<file path="src/rtl/uart_tx_core.sv">
// UART transmitter: start bit, 8 data bits LSB first, optional parity bit, stop bit.
// Latency: start bit drives TxOut one cycle after Send is accepted; each bit lasts BAUD_DIV cycles.
// Backpressure: Send is taken only in IDLE or in the Done cycle; it is ignored at all other times.
// Build option: define UART_TX_PARITY_EN to insert the parity bit (11-bit frame); otherwise 10-bit frame.
module uart_tx_core #(
  parameter int BAUD_DIV = 5208
) (
  input  logic       Clock,
  input  logic       ResetN,
  input  logic       Send,
  input  logic [7:0] DataIn,
  input  logic       ParityType,
  output logic       TxOut,
  output logic       Busy,
  output logic       Done
);

  localparam logic [2:0] S_IDLE   = 3'd0;
  localparam logic [2:0] S_START  = 3'd1;
  localparam logic [2:0] S_DATA   = 3'd2;
  localparam logic [2:0] S_PARITY = 3'd3;
  localparam logic [2:0] S_STOP   = 3'd4;

  localparam logic [15:0] BAUD_LAST = 16'(BAUD_DIV - 1);
  localparam logic [15:0] BAUD_PRE  = 16'(BAUD_DIV - 2);

  logic [2:0]  state_q, state_d;
  logic [15:0] baud_q, baud_d;
  logic [2:0]  bit_q, bit_d;
  // Bit 8 holds the precomputed parity bit; after eight shifts it sits in bit 0.
  logic [8:0]  shift_q, shift_d;
  logic        tx_q, tx_d;
  logic        busy_q, busy_d;
  logic        done_q, done_d;

  logic bit_end;
  logic accept;

  assign bit_end = (baud_q == BAUD_LAST);
  // Done is high during the final stop-bit cycle, so a Send seen then chains with no idle gap.
  assign accept  = Send && ((state_q == S_IDLE) || ((state_q == S_STOP) && bit_end));

  // Next-state logic: bit timing, FSM sequencing and frame capture.
  always_comb begin
    state_d = state_q;
    baud_d  = baud_q + 16'd1;
    bit_d   = bit_q;
    shift_d = shift_q;
    busy_d  = busy_q;
    done_d  = 1'b0;

    case (state_q)
      S_IDLE: begin
        baud_d = 16'd0;
      end
      S_START: begin
        if (bit_end) begin
          state_d = S_DATA;
          baud_d  = 16'd0;
          bit_d   = 3'd0;
        end
      end
      S_DATA: begin
        if (bit_end) begin
          baud_d  = 16'd0;
          shift_d = {1'b0, shift_q[8:1]};
          bit_d   = bit_q + 3'd1;
          if (bit_q == 3'd7) begin
`ifdef UART_TX_PARITY_EN
            state_d = S_PARITY;
`else
            state_d = S_STOP;
`endif
          end
        end
      end
      S_PARITY: begin
        if (bit_end) begin
          state_d = S_STOP;
          baud_d  = 16'd0;
        end
      end
      S_STOP: begin
        done_d = (baud_q == BAUD_PRE);
        if (bit_end) begin
          state_d = S_IDLE;
          baud_d  = 16'd0;
          busy_d  = 1'b0;
        end
      end
      default: begin
        state_d = S_IDLE;
        baud_d  = 16'd0;
        busy_d  = 1'b0;
      end
    endcase

    if (accept) begin
      state_d = S_START;
      baud_d  = 16'd0;
      bit_d   = 3'd0;
      shift_d = {(^DataIn) ^ ParityType, DataIn};
      busy_d  = 1'b1;
    end

    case (state_d)
      S_START:  tx_d = 1'b0;
      S_DATA:   tx_d = shift_d[0];
      S_PARITY: tx_d = shift_d[0];
      default:  tx_d = 1'b1;
    endcase
  end

  // State and registered outputs; synchronous active-low reset aborts any frame.
  always_ff @(posedge Clock) begin
    if (!ResetN) begin
      state_q <= S_IDLE;
      baud_q  <= 16'd0;
      bit_q   <= 3'd0;
      shift_q <= 9'd0;
      tx_q    <= 1'b1;
      busy_q  <= 1'b0;
      done_q  <= 1'b0;
    end else begin
      state_q <= state_d;
      baud_q  <= baud_d;
      bit_q   <= bit_d;
      shift_q <= shift_d;
      tx_q    <= tx_d;
      busy_q  <= busy_d;
      done_q  <= done_d;
    end
  end

  assign TxOut = tx_q;
  assign Busy  = busy_q;
  assign Done  = done_q;

endmodule

</file>
<file path="config.mk">
export PLATFORM = sky130hd
export DESIGN_NAME = uart_tx_core
export DESIGN_NICKNAME = d
export VERILOG_FILES = /design/src/rtl/uart_tx_core.sv
export SDC_FILE = /design/constraint.sdc
export NUM_CORES = 1
export LEC_CHECK = 0
export BUFFER_PORTS_ARGS = -buffer_cell sky130_fd_sc_hd__buf_2
export CORE_UTILIZATION = 30
export DETAILED_ROUTE_END_ITERATION = 12
export PLACE_DENSITY = 0.57
export SYNTH_ARGS = -nofsm -noshare
export SYNTH_HDL_FRONTEND = slang
export SYNTH_SLANG_ARGS = --single-unit
</file>
<file path="constraint.sdc">
create_clock -name Clock -period 3.1 [get_ports Clock]
set_clock_uncertainty 0.2 [all_clocks]
set_input_delay 0.62 -clock Clock [delete_from_list [all_inputs] [get_ports Clock]]
set_output_delay 0.62 -clock Clock [all_outputs]
set_load 0.02 [all_outputs]
</file>
Word-level counts from Yosys, hierarchy flattened --
Index checks and enable logic that the tools add are counted. Widths: inputs -> output; s select.
Storage, ports and cells: register bits 34, latch bits 0, bits in writable memories 0, bits in read-only memories 0, input port bits 12, memories kept 0
Cells by class: $add $sub $neg 2, multiply operators 0, divide/modulo/power cells 0, $lt $le $gt $ge 0, eq/ne operators 14, shifts and indexed selects 0, muxes and demuxes 17, bitwise logic cells 3, reductions and logical operators 17
Operators with widths (count):
- $eq 16x13->1 const B | 2
- $mux 9 | 3
- $mux 3 | 8
- $add 16x1->16 const B | 1
- $pmux 3 s5 | 1
- $eq 3x2->1 const B | 4
- $reduce_or 4->1 | 3
- $reduce_xor 8->1 | 1
- $eq 3x1->1 const B | 2
- $eq 3x3->1 const B | 2
- $pmux 3 s2 | 1
- $reduce_and 2->1 | 3
- $reduce_bool 2->1 | 3
- $ne 2x2->1 const B | 2
- $pmux 1 s2 | 2
- $reduce_or 2->1 | 2
- $add 3x1->3 const B | 1
- $logic_not 3->1 | 1
- $ne 3x3->1 const B | 1
- $reduce_and 3->1 | 1
- $logic_and 1x1->1 | 2
- $mux 1 | 2
- $ne 2x1->1 const B | 1
- $not 1->1 | 2
- 2 further kinds | 2

Longest topological paths before layout --
depth after elaboration 8, depth in mapped cells 8

Least setup slack after synthesis --
OpenSTA, ideal clock, no wires.
path type register to register, from reg baud_q[0], to reg tx_q, in the netlist TxOut, setup time 133 ps, arrival 1746 ps, data required time 2767 ps, slack 1021 ps, cell stages (with the launch flop) 8, buffers on the path 1, cells stage by stage dfxtp_1 ha_1 and4b_1 nand4_2 or3_4 buf_6 o221ai_2 o2111ai_1
Between the ends: longest elaborated chain between the ends 8, elaborated cells between the ends (all ways) 18, classes of those cells 4 x eq/ne; 10 x mux; 4 x reduce/logical
Ends and longest elaborated chain:
- start, declared | RTL line 28 | logic [15:0] baud_q, baud_d;
- start signal, assigned | RTL line 126 | baud_q <= baud_d;
- $eq 16x13->1 (*) | RTL line 39 | assign bit_end = (baud_q == BAUD_LAST);
- parallel branches: the longest is 6 deep, another holds $pmux 3 s5
- $pmux 1 s2 (*) | RTL line 106 | case (state_d)
- end signal, assigned | RTL line 129 | tx_q <= tx_d;
- end, declared | RTL line 32 | logic tx_q, tx_d;
Mark *: on every way between the ends. The select of a mux whose other input is x is not followed. A chain may end at the register's enable or synchronous reset.

Worst setup path after layout --
Same ends and word-level chain as after synthesis.

==> results.tsv <==
metric	value	unit
Hold Crit Class	flip-flop to flip-flop	
Std-Cell Rows	26	
Synth Flop Type	dfxtp_1	
share of layout cells above drive strength 1	0.153	
Tmin final	2.51	ns
Util after Layout	0.358	
Async S/R FF share, synth	0	
Final Cycle Share	0.809	
drt total wl	3150	microns
DP Wirelength	2260	microns
post-synth top area share	0.403	
initial antenna violation count	0	
Routed WL per cell	11.3	microns
RSZ-0062 raised after global routing	no	
TritonCTS Buffers	5	
Diodes inserted	0	
H-tree levels	2	
Peak VDD IR	0.170	mV
Max-slew headroom	0.570	
insertion delay to the later sink of the worst-skew pair	0.28	ns
slew of the pin with the lowest slew margin	0.643	ns
Clk Tree Root Cell	clkbuf_8	
largest area contributor in the netlist	dfxtp_1	
Syn Nets	211	
Yosys cell types	38	
Via-to-Cell Ratio	4.83	
Die Ht	77.0	microns
Pins Over Slew Limit	0	
CP Max Fanout	19	
Leak	0.671	nW
CP Launch Type	flip-flop	
CP Data Arrival Time	2.47	ns
Die ar.	5930	sq um
vias in the first global route	1208	
IO Pins	15	
die width	77.0	microns
outcome	finished, final reports clean	
CTS max path bufs	2	
clock transition at the registers of the reported paths	0.07	ns
sequential area share after synthesis	0.403	
EDFF count, synth	0	
Initial DRT Pass Iterations	4	
syn_area_per_cell	8.66	sq um
Global Route Usage Sum	0.115	
largest net degree at the start of global routing	20	
Required @ worst endpoint	3.06	ns
flops & latches, synth	34	
TritonCTS clock tree	yes	
final net count	224	
Critical Path End Type	flip-flop	
Final setup viols	0	
first-pass GRT wire length	5410	microns
postcts setup bufs	0	
Buf+Inv Stages, Crit Path	0	
Pwr Density	471	nW/um^2
detailed-route DRC error count	0	
total number of yosys warnings	0	
GP Congestion	0.795	
clock tree sinks	34	
CP max-delay cell	dfxtp_1	
Crit path largest cell delay	0.37	ns
port bufs	14	
routed vias	1348	
Final Hold Violating Endpoints	0	
cts repair resizes	0	
area delta synth->final	11.6	%
total gr overflow	0	
CTS hold repair buffers	0	
Post-Syn Instances	195	
ranking of synthesized cells by area	dfxtp_1 (40%), nor2_1 (8.5%), nand2_1 (6.4%)	
DRT antenna net count	0	
CP Cell Sequence	ha_1 -> and4b_1 -> nand4_2 -> nand2_1 -> nand3_2 -> o221ai_2 -> o2111ai_1	
fillers	566	
Post-Syn Area	1690	sq um
1st-iter DRT viols	50	
WS Path Type	flip-flop to flip-flop	
core region area	5270	sq um
max-capacitance violation count	0	
Setup TNS Final	0	ns
Largest delay share family, worst path	simple AND/OR/NAND/NOR gates	
Max Fclk	399	MHz
Starting Density	0.320	
==> layer usage <==
layer	wire [microns]	share of wire	vias to the layer above	global-route usage
met5	0	0	-	0
met4	23	0.0073	0	0.0453
li1	-	-	700	-
met2	1440	0.46	29	0.184
met1	1540	0.49	617	0.142
met3	140	0.044	2	0.0357
==> flip-flops by register name, indices dropped and copies added (netlist names) <==
signal	count
state_q	3
Done	1
Busy	1
TxOut	1
baud_q	16
bit_q	3
shift_q	9
==> cells in the final DEF (no fill, tap or decap), drive strengths merged <==
cell type / count
nor4: 1
nand3: 10
o21ai: 3
nand2b: 2
clkinvlp: 1
nor3b: 1
nor3: 2
nand4: 4
or3: 5
a21oi: 5
nand3b: 1
o31ai: 1
xor2: 10
o2111ai: 1
inv: 3
nor2: 38
nor4b: 2
xnor2: 12
nand2: 29
clkinv: 1
o211ai: 1
buf: 14
ha: 4
and3: 2
and4b: 1
dfxtp: 34
o221ai: 1
o22ai: 1
clkbuf: 6
a311oi: 7
and4: 1
a31oi: 2
a22oi: 2
a21o: 1
==> report_power, final <==
group          leakage [nW]  total, mW  internal (mW)  switching, mW
registers             0.277      0.463          0.453         0.0108
logic                 0.347     0.0802         0.0348         0.0454
clock network        0.0472      0.343          0.179          0.165
==> cell families after synthesis <==
family / synth area share
compound gates: 0.110
xor+xnor: 0.114
fa+ha+maj: 0.0297
buf+inv: 0.0400
flops: 0.403
simple gates: 0.302
==> per-stage QoR <==
stage	instances	power [mW]	worst slack, ns	area, sq um	hold WS [ns]
global route	279	0.933	0.370	1880	0.300
global placement	271	0.554	0.629	1790	0.248
floorplan	195	0.533	1.02	1690	0.230
detailed placement	271	0.555	0.583	1790	0.249
CTS	279	0.901	0.574	1880	0.260
finish	279	0.887	0.593	1880	0.257
==> worst reg2reg max path, delay by kind of cell (launching register included) <==
kind,cells,cell delay (ns)
and+or+nand+nor,4,1.11
AOI/OAI and AO/OA,2,0.43
DFF,1,0.37
adders and majority gates,1,0.27
==> Yosys cell counts (2+ instances only) <==
library cell and count:
nor2_1 38, dfxtp_1 34, nand2_1 29, xnor2_1 12, xor2_1 10, nand3_1 9, a311oi_1 7, a21oi_1 5
ha_1 4, buf_2 3, buf_6 3, inv_1 3, nand4_1 3, o21ai_0 3, a22oi_1 2, a31oi_1 2
and3_1 2, clkbuf_1 2, nand2b_1 2, nor4b_4 2, or3_1 2, or3_2 2
==> worst paths after layout <==
| kind | from | to | slack, ns | depth (start not counted) |
|---|---|---|---|---|
| worst max-delay path | baud_q[0] | TxOut | 0.59 | 7 |
| worst min-delay path | Busy | Busy | 0.26 | 2 |
| worst max register to register | baud_q[0] | TxOut | 0.59 | 7 |
| worst min register to register | Busy | Busy | 0.26 | 2 |
==> final cells by class <==
| class | count | area, sq um | share of cell area |
|---|---|---|---|
| multi-input combinational | 150 | 940 | 0.499 |
| sequential | 34 | 681 | 0.361 |
| tap | 70 | 87.6 | 0.0465 |
| clock buffer | 6 | 82.6 | 0.0438 |
| timing repair buffer | 14 | 70.1 | 0.0372 |
| clock inverter | 2 | 12.5 | 0.00664 |
| inverter | 3 | 11.3 | 0.00598 |
No activity file was read; power rests on OpenSTA's default activity.
